File: src/rtl/vga_timing_gen.sv
// VGA raster timing generator: divides clk down to a pixel strobe, walks the
// x/y raster and produces sync, blanking and line/frame start strobes.
// Sync and blanking are registered from the next-state coordinates, so they
// line up with x/y in the same clock.
module vga_timing_gen #(
  parameter int H_VISIBLE = 640,
  parameter int H_FRONT   = 16,
  parameter int H_SYNC    = 96,
  parameter int H_BACK    = 48,
  parameter int V_VISIBLE = 480,
  parameter int V_FRONT   = 10,
  parameter int V_SYNC    = 2,
  parameter int V_BACK    = 33,
  parameter int CLK_DIV   = 4,
  parameter bit HSYNC_POL = 1'b0,
  parameter bit VSYNC_POL = 1'b0,
  parameter int XBITS     = 10,
  parameter int YBITS     = 10
) (
  input  logic             clk,
  input  logic             reset,
  input  logic             enable,
  output logic             pixel_tick,
  output logic             hsync,
  output logic             vsync,
  output logic             activevideo,
  output logic [XBITS-1:0] x,
  output logic [YBITS-1:0] y,
  output logic             line_start,
  output logic             frame_start
);

  localparam int H_TOTAL = H_VISIBLE + H_FRONT + H_SYNC + H_BACK;
  localparam int V_TOTAL = V_VISIBLE + V_FRONT + V_SYNC + V_BACK;
  localparam int HS_START = H_VISIBLE + H_FRONT;
  localparam int HS_END   = H_VISIBLE + H_FRONT + H_SYNC;
  localparam int VS_START = V_VISIBLE + V_FRONT;
  localparam int VS_END   = V_VISIBLE + V_FRONT + V_SYNC;
  localparam int DIV_W    = (CLK_DIV > 1) ? $clog2(CLK_DIV) : 1;

  localparam logic [DIV_W-1:0] DIV_LAST = DIV_W'(CLK_DIV - 1);
  localparam logic [XBITS-1:0] X_LAST   = XBITS'(H_TOTAL - 1);
  localparam logic [YBITS-1:0] Y_LAST   = YBITS'(V_TOTAL - 1);

  // Reject geometries the counters or divider cannot represent.
  if (CLK_DIV < 1) begin : g_div_err
    $error("vga_timing_gen: CLK_DIV must be >= 1");
  end
  if ((H_TOTAL - 1) >= (1 << XBITS)) begin : g_xbits_err
    $error("vga_timing_gen: XBITS too narrow for H_TOTAL-1");
  end
  if ((V_TOTAL - 1) >= (1 << YBITS)) begin : g_ybits_err
    $error("vga_timing_gen: YBITS too narrow for V_TOTAL-1");
  end

  logic [DIV_W-1:0] div_reg, div_next;
  logic             tick_reg;
  logic [XBITS-1:0] x_reg, x_next;
  logic [YBITS-1:0] y_reg, y_next;
  logic             x_wrap, frame_wrap;
  logic             ls_reg, fs_reg;
  logic             hs_reg, vs_reg, av_reg;
  logic             hs_on, vs_on, av_on;

  // Next-state divider, raster position and decode of that next position.
  // tick_reg is held (not cleared) across an enable=0 hold so the pending
  // pixel advance is applied on the first enabled edge after resume.
  always_comb begin
    div_next   = (div_reg == DIV_LAST) ? '0 : div_reg + 1'b1;
    x_wrap     = (x_reg == X_LAST);
    frame_wrap = x_wrap && (y_reg == Y_LAST);
    x_next     = x_reg;
    y_next     = y_reg;
    if (tick_reg) begin
      x_next = x_wrap ? '0 : x_reg + 1'b1;
      if (x_wrap) begin
        y_next = (y_reg == Y_LAST) ? '0 : y_reg + 1'b1;
      end
    end
    hs_on = (32'(x_next) >= HS_START) && (32'(x_next) < HS_END);
    vs_on = (32'(y_next) >= VS_START) && (32'(y_next) < VS_END);
    av_on = (32'(x_next) < H_VISIBLE) && (32'(y_next) < V_VISIBLE);
  end

  // Clock divider and registered pixel strobe.
  always_ff @(posedge clk or posedge reset) begin
    if (reset) begin
      div_reg  <= '0;
      tick_reg <= 1'b0;
    end else if (enable) begin
      div_reg  <= div_next;
      tick_reg <= (div_reg == DIV_LAST);
    end
  end

  // Raster counters and start-of-line / start-of-frame strobes.
  always_ff @(posedge clk or posedge reset) begin
    if (reset) begin
      x_reg  <= '0;
      y_reg  <= '0;
      ls_reg <= 1'b0;
      fs_reg <= 1'b0;
    end else if (enable) begin
      x_reg  <= x_next;
      y_reg  <= y_next;
      ls_reg <= tick_reg && x_wrap;
      fs_reg <= tick_reg && frame_wrap;
    end
  end

  // Sync and blanking registered from next-state x/y (zero skew to x/y).
  always_ff @(posedge clk or posedge reset) begin
    if (reset) begin
      hs_reg <= ~HSYNC_POL;
      vs_reg <= ~VSYNC_POL;
      av_reg <= 1'b1;
    end else if (enable) begin
      hs_reg <= hs_on ? HSYNC_POL : ~HSYNC_POL;
      vs_reg <= vs_on ? VSYNC_POL : ~VSYNC_POL;
      av_reg <= av_on;
    end
  end

  // Strobes are masked while frozen so a held state never repeats a pulse.
  assign pixel_tick  = tick_reg & enable;
  assign line_start  = ls_reg & enable;
  assign frame_start = fs_reg & enable;
  assign hsync       = hs_reg;
  assign vsync       = vs_reg;
  assign activevideo = av_reg;
  assign x           = x_reg;
  assign y           = y_reg;

endmodule

File: config.mk
export PLATFORM = sky130hd
export DESIGN_NAME = vga_timing_gen
export DESIGN_NICKNAME = d
export VERILOG_FILES = /design/src/rtl/vga_timing_gen.sv
export SDC_FILE = /design/constraint.sdc
export NUM_CORES = 1
export LEC_CHECK = 0
export CORE_MARGIN = 8
export CORE_UTILIZATION = 53
export DETAILED_ROUTE_END_ITERATION = 8
export PLACE_DENSITY = 0.88
export SYNTH_ARGS = -nofsm -noshare
export SYNTH_HDL_FRONTEND = slang
export SYNTH_SLANG_ARGS = --single-unit
File: constraint.sdc
create_clock -name clk -period 2.3 [get_ports clk]
set_clock_uncertainty 0.05 [all_clocks]
set_input_delay 0.23 -clock clk [delete_from_list [all_inputs] [get_ports clk]]
set_output_delay 0.23 -clock clk [all_outputs]
set_load 0.02 [all_outputs]
After elaboration in Yosys (flattened, before gate mapping)
Cells that the tools add are included.

Flip-flop bits (word level): 28. Bits in latches: 0. Memory bits (writable): 0. Bits in read-only memories: 0. Output and inout port bits: 26. Memories: 0.

Add/subtract/negate cells: 3. $mul: 0. Div/mod/pow operators: 0. Magnitude comparators: 6. Eq/ne operators: 3. Shifts and indexed selects: 0. Mux-type cells: 8. Bitwise operators: 3. Reduce and logical (&&, ||, !) cells: 6.

Operators by type and width (count): 10-bit 2-to-1 mux (5); 10-bit by 1-bit adder with 10-bit output (second input constant) (2); 10-bit equality test (second input constant) (2); 10-bit less-than comparator (second input constant) (2); 10-bit by 9-bit less-than comparator with 1-bit output (second input constant) (2); 10-bit greater-or-equal comparator (second input constant) (1); 10-bit by 9-bit greater-or-equal comparator with 1-bit output (second input constant) (1); 1-bit logical AND (6); 1-bit AND (3); 2-bit by 1-bit adder with 2-bit output (second input constant) (1); 2-bit equality test (second input constant) (1); 1-bit 2-to-1 mux (2); 2-bit 2-to-1 mux (1).

Longest topological paths before layout
Depth after elaboration: 7. Gate-level depth with buffers: 7. Mapped depth without buffers: 6.

Worst setup path before layout
No wires, ideal clock.

Path kind: register -> register. Start: register y_reg[0] (netlist: y[0]). End: register vs_reg (netlist: vsync). Arrival: 2.123 ns. Required time: 2.156 ns. Setup slack: 0.033 ns. Cell stages (with the launch flop): 7. Clock period less this slack: 2.267 ns. Cell sequence: dfrtp_1 ha_1 nand3_1 or4b_2 a211oi_1 o22a_2 a41oi_2.

Longest elaborated chain between the ends: 7.

RTL lines: start, declared (line 59) `logic [YBITS-1:0] y_reg, y_next;`; start signal, assigned (line 105) `y_reg <= y_next;`; 10-bit by 1-bit adder with 10-bit output / 10-bit equality test (equally long branches) (line 77) `y_next = (y_reg == Y_LAST) ? '0 : y_reg + 1'b1;`; 10-bit 2-to-1 mux (line 77); 10-bit 2-to-1 mux (line 76) `if (x_wrap) begin`; 10-bit 2-to-1 mux * (line 74) `if (tick_reg) begin`; 10-bit by 9-bit greater-or-equal comparator with 1-bit output / 10-bit by 9-bit less-than comparator with 1-bit output (equally long branches) (line 81) `vs_on = (32'(y_next) >= VS_START) && (32'(y_next) < VS_END);`; 1-bit logical AND * (line 81); 1-bit 2-to-1 mux * (line 119) `vs_reg <= vs_on ? VSYNC_POL : ~VSYNC_POL;`; end signal, assigned (line 115) `vs_reg <= ~VSYNC_POL;`; end signal, assigned (line 119); end, declared (line 62) `logic hs_reg, vs_reg, av_reg;`.

Every way passes the cells marked *; elsewhere a longest branch is shown, timed or not. A chain may end at the register's enable or synchronous reset.

Worst setup path after layout
Start: register y_reg[1] (netlist: y[1]). End: register vs_reg (netlist: vsync).

The elaborated chain is that of the path after synthesis.

==> results.py <==
metrics = {
    "die": {
        "die_w_um": 74.2,
        "initial_core_util": 0.547,
        "fp-row-count": 21,
        "fp.dieH_um": 74.2,
        "die_area_um2": 5510,
        "core_um2": 3280,
        "io_pins": 29,
    },
    "layout": {
        "n_antenna_cell": 0,
        "final_layout_size_suffix_gt1_frac": 0.119,
        "final_cells": 281,
        "fin_nets": 243,
        "area_growth_pct": 22.6,
        "design_area_um2": 2200,
    },
    "timing": {
        "final-max-slew-violation-count": 0,
        "max_slew_margin": 0.711,
        "tns_ns": 0,
        "period_share": 0.934,
        "rsz0062_at_grt": "false",
        "worstMarginPinSlew_ns": 0.429,
        "fmax_mhz": 466,
        "finalHoldViolCount": 0,
        "setup_violations": 0,
        "setup_slack_ns": 0.152,
        "period_needed_ns": 2.15,
    },
    "cts": {
        "clkTransAtPathRegs_ns": 0.15,
        "cts_tree": "built",
        "cts_sinks": 28,
        "cts_resized": 0,
        "htree_num_levels": 1,
        "cts_hold_buffers": 0,
        "ctsLongestPathBuffers": 2,
        "clk-insertion-delay-late_ns": 0.34,
        "cts_buffers": 3,
        "postCtsSetupRepairBufs": 0,
        "clock_tree.root_cell": "clkbuf_4",
    },
    "synth": {
        "ys_ff_latch": 28,
        "synthTopCellsByArea": "dfrtp_1 35%, dfstp_2 4.4%, nand2_1 4.2%",
        "synth_top_area_share": 0.348,
        "synth-edff-count": 0,
        "synthArstFlopShare": 1.00,
        "yosysUniqueCellTypes": 53,
        "avgSynthCellArea_um2": 8.89,
        "synth_top_cell_by_area": "dfrtp_1",
        "synth.net_count": 209,
        "yosys_warnings": 0,
        "synthesis.area_um2": 1800,
        "synth_seq_area_share": 0.392,
        "netlist_instances": 202,
        "synthFlopType": "dfrtp_1",
    },
    "placement": {
        "place_hpwl_um": 3190,
        "routabilityCongestion": 0.856,
        "dp.cells": 277,
        "io_buffers": 28,
        "post-place-ws_ns": 0.179,
        "placed_cell_area_um2": 2180,
    },
    "setup_path": {
        "cp.required_ns": 2.51,
        "path_delay_family": "simple AND/OR/NAND/NOR gates",
        "start_kind": "flop",
        "cp_slowest_cell": "or4b_2",
        "worstPathCellList": "ha_1 > nand3_1 > or4b_2 > a211oi_1 > o22a_2 > a41oi_2",
        "crit_arrival_ns": 2.36,
        "max_stage_delay_ns": 0.69,
        "crit_buf_inv": 0,
        "crit_type": "flop to flop",
        "end_kind": "flop",
        "worstPathMaxFanout": 5,
    },
    "route": {
        "post-route-drc-count": 0,
        "dr.first_iter.drc_count": 178,
        "wirelength_um": 4280,
        "wl_per_cell_um": 15.2,
        "drt-pass1-iter-count": 4,
        "ant_nets": 0,
        "viasPerCell": 6.00,
        "vias": 1687,
    },
    "power_and_ir_drop": {
        "power_density_nw_per_um2": 542,
        "ir_worst_vdd_mv": 0.489,
        "leakagePower_nw": 0.918,
    },
    "grt": {
        "grt_pass1_vias": 1554,
        "grt_pass1_wl_um": 7270,
        "grt_max_degree": 29,
        "grt_util_all_layers": 0.169,
        "grt_overflow": 0,
        "antenna_found_initial": 0,
    },
    "outcome": {
        "status": "finished clean",
    },
    "min_path": {
        "hold_class": "primary input to async pin",
    },
    "flow_run": {
        "drv_cap": 0,
    },
}
-- routing by layer --
metal  wire length, um  track usage  share of wire  vias up
met1              1950        0.224           0.46      804
met4                63       0.0826          0.015        0
met3               299       0.0229          0.070        5
met5                 0            0              0        -
li1                  -            -              -      809
met2              1970        0.262           0.46       69
-- final timing paths --
check | startpoint | endpoint | cells past startpoint | slack (ns)
worst max-delay path | y[1] | vsync | 6 | 0.15
worst min-delay path | reset | x[6] | 3 | 0.18
worst max register to register | y[1] | vsync | 6 | 0.15
worst min register to register | activevideo | activevideo | 2 | 0.45
max in group asynchronous | reset | vsync | 3 | 1.71
min in group clk | activevideo | activevideo | 2 | 0.45
-- synthesized netlist by cell type (all sizes together), types with 3 or more instances --
cell type  instances
dfrtp             25
o41ai              4
a21o               4
ha                 4
nand4              7
o21ai             12
dfstp              3
nor2              14
xnor2              7
nand2b             3
nand3             15
and2               3
a31oi              3
inv                8
a21oi              8
clkbuf             8
and4               4
mux2               3
and3               4
buf                5
nand2             20
nor3               6
-- final cells by class --
| class | count | area, um2 |
|---|---|---|
| fill | 286 | 1080 |
| tap | 46 | 57.6 |
| timing repair buffer | 42 | 385 |
| inverter | 8 | 30.0 |
| clock buffer | 4 | 26.3 |
| sequential | 28 | 704 |
| multi-input combinational | 153 | 998 |
-- worst min-delay path, cell delays in order --
cell	delay, ns
clkdlybuf4s50_1	0.39
inv_1	0.05
buf_4	0.33
-- where the power goes --
| part | switching (mW) | leakage [nW] | internal, mW |
|---|---|---|---|
| combinational | 0.157 | 0.542 | 0.166 |
| sequential | 0.0946 | 0.362 | 0.561 |
| clock | 0.147 | 0.0150 | 0.0682 |
-- cells in the final DEF (no fill, tap or decap), types with 2 or more instances in the layout --
master,n
a211oi_1,2
a21o_1,4
a21oi_1,8
a31oi_1,3
and2_1,3
and3_1,4
and4_1,3
buf_4,14
clkbuf_4,3
clkdlybuf4s50_1,28
dfrtp_1,25
dfstp_2,3
ha_1,4
inv_1,8
mux2_1,3
nand2_1,20
nand2b_1,3
nand3_1,14
nand3b_1,2
nand4_1,7
nor2_1,14
nor3_1,6
nor4_1,2
o21ai_0,4
o21ai_1,8
o31a_1,2
o31ai_1,2
o41ai_1,4
or4b_2,2
xnor2_1,7
-- logic make-up after synthesis --
family / Yosys count / share of synthesized area
XOR/XNOR: 8 / 0.0390
AO/OA/AOI/OAI: 49 / 0.193
buffers and inverters: 21 / 0.0522
flip-flops: 28 / 0.392
AND/OR/NAND/NOR: 89 / 0.277
multiplexers: 3 / 0.0188
adder cells (fa/ha/maj): 4 / 0.0279
-- per-stage QoR --
| step | power [mW] | util | hold WS (ns) |
|---|---|---|---|
| final | 1.19 | 0.670 | 0.178 |
| after global routing | 1.26 | 0.670 | 0.189 |
| after CTS | 1.20 | 0.670 | 0.187 |
| after detailed placement | 0.989 | 0.662 | 0.432 |
| after global placement | 0.978 | 0.662 | 0.424 |
| after floorplan | 0.844 | - | 0.243 |
(Power assumes the default switching activity.)
